$ cat src/rtl/ir_seq_ctrl.sv
// Instruction register, sequence counter and start/stop flip-flop for the
// basic-computer control unit, with combinational opcode and one-hot timing outputs.
module ir_seq_ctrl #(
    parameter int IR_W = 16,
    parameter int SC_W = 4
) (
    input  logic                  clk,
    input  logic                  rst,
    input  logic [IR_W-1:0]       bus_in,
    input  logic                  ir_ld,
    input  logic                  sc_inr,
    input  logic                  sc_clr,
    input  logic                  start,
    input  logic                  hlt,
    output logic [IR_W-1:0]       ir_out,
    output logic [2:0]            opcode,
    output logic                  i_bit,
    output logic [SC_W-1:0]       sc_out,
    output logic [(1<<SC_W)-1:0]  t,
    output logic                  running
);

    always_ff @(posedge clk or posedge rst) begin
        if (rst) begin
            ir_out <= '0;
        end else if (ir_ld) begin
            ir_out <= bus_in;
        end
    end

    // running is the pre-edge value, so hlt with sc_inr still counts this edge
    always_ff @(posedge clk or posedge rst) begin
        if (rst) begin
            sc_out <= '0;
        end else if (sc_clr) begin
            sc_out <= '0;
        end else if (sc_inr && running) begin
            sc_out <= sc_out + 1'b1;
        end
    end

    always_ff @(posedge clk or posedge rst) begin
        if (rst) begin
            running <= 1'b1;
        end else if (hlt) begin
            running <= 1'b0;
        end else if (start) begin
            running <= 1'b1;
        end
    end

    assign opcode = ir_out[IR_W-2:IR_W-4];
    assign i_bit  = ir_out[IR_W-1];

    always_comb begin
        t         = '0;
        t[sc_out] = 1'b1;
    end

endmodule

$ cat config.mk
export PLATFORM = sky130hd
export DESIGN_NAME = ir_seq_ctrl
export DESIGN_NICKNAME = d
export VERILOG_FILES = /design/src/rtl/ir_seq_ctrl.sv
export SDC_FILE = /design/constraint.sdc
export NUM_CORES = 1
export LEC_CHECK = 0
export CAP_MARGIN = 25
export CORE_AREA = 2 2 60 62
export DETAILED_ROUTE_END_ITERATION = 8
export DIE_AREA = 0 0 62 64
export PLACE_DENSITY = 0.78
export SLEW_MARGIN = 20
export SYNTH_ARGS = -nofsm -noshare
export SYNTH_HDL_FRONTEND = slang
export SYNTH_SLANG_ARGS = --single-unit
$ cat constraint.sdc
create_clock -name clk -period 1.15 [get_ports clk]
set_input_delay 0.23 -clock clk [delete_from_list [all_inputs] [get_ports clk]]
set_output_delay 0.23 -clock clk [all_outputs]
set_load 0.02 [all_outputs]
After elaboration in Yosys (flattened, before gate mapping)
Cells that the tools add are included.
{"block": "classes", "n_addsub": 1, "n_lt_le_gt_ge": 2, "reduce_logical": 4, "muxes": 6}
{"op": "$mux 4", "count": 2}
{"op": "$lt 4x5->1 const B", "count": 1}
{"op": "$add 4x1->4 const B", "count": 1}
{"op": "$demux 1 s4", "count": 1}
{"op": "$ge 4x1->1 const B", "count": 1}
{"op": "$reduce_bool 2->1", "count": 2}
{"op": "$mux 1", "count": 3}
{"op": "$logic_and 1x1->1", "count": 2}
{"block": "totals", "regBits": 21}

Logic depth before layout (Yosys ltp)
Gate-level depths: netlist (run 1).
{"block": "logic_depth", "word_depth": 4, "depth_mapped": 4, "mapped_depth_nobuf": 4}

Least setup slack after synthesis (run 1)
Ideal clock, no wire load.
{"block": "synth_timing", "kind": "reg2out", "from": "register sc_out[0]", "to": "output t[14]", "slack_ps": -162, "stages_incl_launch_ff": 4, "path_buffers": 0, "arrival_ps": 1082, "path_cell_list": "dfrtp_1 -> inv_1 -> ha_1 -> and3_1"}
{"block": "synth_via", "elab_chain_len": 4, "word_cells_on_any_way": 5, "cone_classes": "order compare (2); mux (2); reduce/logical (1)"}
{"item": "from (decl)", "line": "18", "text": "output logic [SC_W-1:0] sc_out,"}
{"item": "from (signal assigned)", "line": "38", "text": "sc_out <= sc_out + 1'b1;"}
{"item": "$lt 4x5->1 (implied by the code) or $ge 4x1->1 (tied branches)", "line": "57", "text": "t[sc_out] = 1'b1;"}
{"item": "$logic_and 1x1->1 (implied by the code)", "line": "57"}
{"item": "$mux 1 (implied by the code)", "line": "57"}
{"item": "$demux 1 s4 (*)", "line": "57"}
{"item": "to (decl)", "line": "19", "text": "output logic [(1<<SC_W)-1:0] t,"}
Every way passes the cells marked *; elsewhere a longest branch is shown, timed or not.

Final worst setup path (run 1)
{"block": "layout_timing", "from": "register sc_out[1]", "to": "output t[13]"}
Same word-level chain as after synthesis.

==> results of run 1 <==
-- state kept, by name, indices dropped and copies added, names as in the netlist --
| register | flops |
|---|---|
| ir_out | 16 |
| running | 1 |
| sc_out | 4 |
-- report_power, final --
group	switching [mW]	internal, mW
registers	0.0422	0.803
logic	0.237	0.259
clock network	0.210	0.135
-- Yosys cell counts, drive strengths merged --
cell / n / area, µm²
or3: 1 / 6.26
dfrtp: 20 / 500
nand2: 2 / 10.0
nor2: 5 / 18.8
dfstp: 1 / 26.3
and3: 4 / 25.0
o21ai: 1 / 5.00
xnor2: 1 / 8.76
a21oi: 2 / 10.0
nand3: 3 / 15.0
mux2: 16 / 180
ha: 4 / 50.1
nor2b: 2 / 12.5
buf: 7 / 50.0
and2: 12 / 75.1
xor2: 1 / 8.76
inv: 3 / 11.3
-- cell type report --
cell class	count	area, µm²	area share
well taps	46	57.6	0.0298
clock buffers	4	26.3	0.0136
repair buffers	82	731	0.378
inverters	3	16.3	0.00843
multi-input cells	54	568	0.294
flip-flops and latches	21	532	0.275
-- per-stage QoR --
step / power (mW) / hold slack [ps]
floorplan: 1.11 / 206
global placement: 1.38 / 489
detailed placement: 1.40 / 499
CTS: 1.71 / 220
global route: 1.78 / 260
finish: 1.69 / 228
-- worst max-delay path: stages, from the launching register on --
cell and delay [ps]:
dfrtp_2 490, inv_4 100, ha_4 150, and3_4 170, buf_6 110
-- per-layer routing --
| metal | global-route usage | vias to the layer above | part of all wire |
|---|---|---|---|
| met2 | 0.285 | 52 | 0.54 |
| li1 | - | 436 | - |
| met5 | 0 | - | 0 |
| met1 | 0.169 | 415 | 0.36 |
| met3 | 0.0324 | 2 | 0.095 |
| met4 | 0.0479 | 0 | 0.0042 |
-- timing repair --
item	in CTS	in global routing
endpoints found under the setup margin	44	24
resized for setup	219	7
pin swaps	5	3
buffers inserted	5	3
-- cell families after synthesis --
kind of cell    after synthesis  share of synthesized area
fa+ha+maj                     4                     0.0494
xor+xnor                      2                     0.0173
compound gates                3                     0.0148
flops                        21                      0.520
simple gates                 29                      0.160
mux                          16                      0.178
buf+inv                      10                     0.0605
-- worst max path at each step --
stage / from / to / cells past startpoint
2_1_floorplan: running / sc_out[3] / 3
3_3_place_gp: sc_out[0] / t[14] / 4
3_5_place_dp: sc_out[3] / t[2] / 3
4_1_cts: sc_out[1] / t[13] / 4
5_1_grt: sc_out[0] / t[12] / 4
6_report: sc_out[1] / t[13] / 4
==> flow_metrics.env, run 1 <==
export IMPL_drt_iter0_markers=16
export IMPL_maxCapViolCount=0
export IMPL_timing_rr_end="sc_out[3]"
export IMPL_timing_final_crit_share=1.34
export IMPL_clkLatencyLatePin_ps=290
export IMPL_irDropWorstVdd_uv=617
export IMPL_slew_headroom=0.836
export IMPL_finalSetupTns_ps=-6920
export IMPL_n_antenna_cell=0
export IMPL_fill_cells=307
export IMPL_area_delta_synth_final_pct=90.5
export IMPL_final_core_util=0.588
export IMPL_reg2reg_from="sc_out[0]"
export IMPL_placed_cells=200
export IMPL_grt_pass1_wl_mm=4.60
export IMPL_dp_hpwl_mm=2.23
export IMPL_r2r_cells=5
export IMPL_grt_use_total=0.155
export IMPL_finClkSkew_ps=4.80
export IMPL_p_leak_nw=0.876
export IMPL_seq_area_frac_synth=0.520
export IMPL_synth_fp_nets=112
export IMPL_setup_ws_ps=-393
export IMPL_hold_class="primary input to async pin"
export IMPL_clock_sinks=21
export IMPL_syn_area_um2=1010
export IMPL_setup_viol=23
export IMPL_fin_area_um2=1930
export IMPL_place_gp_congestion=0.729
export IMPL_finalNonFillerCells=210
export IMPL_yosysUniqueCellTypes=19
export IMPL_fp_dieH_um=64
export IMPL_grt_overflow=0
export IMPL_first_pass_iters=4
export IMPL_finalWirelength_mm=2.83
export IMPL_finalMaxSlewViolations=0
export IMPL_core_um2=3280
export IMPL_cts_hold_fix_buffers=0
export IMPL_routed_via_density=4.31
export IMPL_ys_warn_count=0
export IMPL_initial_core_util=0.309
export IMPL_ios=64
export IMPL_layout_common_cells="buf_6, clkdlybuf4s50_1, buf_2"
export IMPL_drc_errors=0
export IMPL_grt_pass1_vias=1002
export IMPL_htree_levels=1
export IMPL_crit_type="flop to output port"
export IMPL_cp_start_kind="flop"
export IMPL_required_ps=920
export IMPL_numPortBuffers=63
export IMPL_root_buffer="clkbuf_4"
export IMPL_cp_end_kind="output port"
export IMPL_period_needed_ps=1540
export IMPL_violations="negative setup slack"
export IMPL_drive_above_1_share=0.689
export IMPL_dieWidth_um=62
export IMPL_outcome="finished, violations left"
export IMPL_tightest_slew_ps=244
export IMPL_cp_max_fo=4
export IMPL_die_area_um2=3970
export IMPL_syn_avg_cell_area_um2=11.9
export IMPL_final_common_cell="buf_6"
export IMPL_ys_ff_latch=21
export IMPL_rows=21
export IMPL_wl_per_cell_um=13.5
export IMPL_layout_nets=192
export IMPL_cts_tree="yes"
export IMPL_antenna_found_initial=0
export IMPL_grt_max_degree=17
export IMPL_cts_made_buffers=3
export IMPL_vias=905
export IMPL_rrSetupSlack_ps=-240
export IMPL_preCtsSetupSlack_ps=-575
export IMPL_critPathArrivalTime_ps=1310
export IMPL_powerDensity_nw_per_um2=873
export IMPL_syn_inst=85
export IMPL_timing_fmax_mhz=648
export IMPL_placed_cell_area_um2=1860
export IMPL_clock_path_buffers=2
export IMPL_path_clk_slew_ps=110
export IMPL_rsz0062_at_grt="true"
export IMPL_final_antenna_net_count=0
export IMPL_hold_violations=0
No activity file was read; power rests on OpenSTA's default activity.
==> inputs of run 2 (changes only) <==
--- a/config.mk
+++ b/config.mk
@@ -5,7 +5,7 @@
 export SDC_FILE = /design/constraint.sdc
 export NUM_CORES = 1
 export LEC_CHECK = 0
-export CAP_MARGIN = 25
+export CAP_MARGIN = 20
 export CORE_AREA = 2 2 60 62
 export DETAILED_ROUTE_END_ITERATION = 8
 export DIE_AREA = 0 0 62 64
==> results of run 2 <==
Final layout, timing and power as in run 1 (identical DEF).
==> inputs of run 3 (changes only) <==
--- a/config.mk
+++ b/config.mk
@@ -5,7 +5,6 @@
 export SDC_FILE = /design/constraint.sdc
 export NUM_CORES = 1
 export LEC_CHECK = 0
-export CAP_MARGIN = 20
 export CORE_AREA = 2 2 60 62
 export DETAILED_ROUTE_END_ITERATION = 8
 export DIE_AREA = 0 0 62 64
==> results of run 3 <==
Final layout, timing and power as in run 1 (identical DEF).
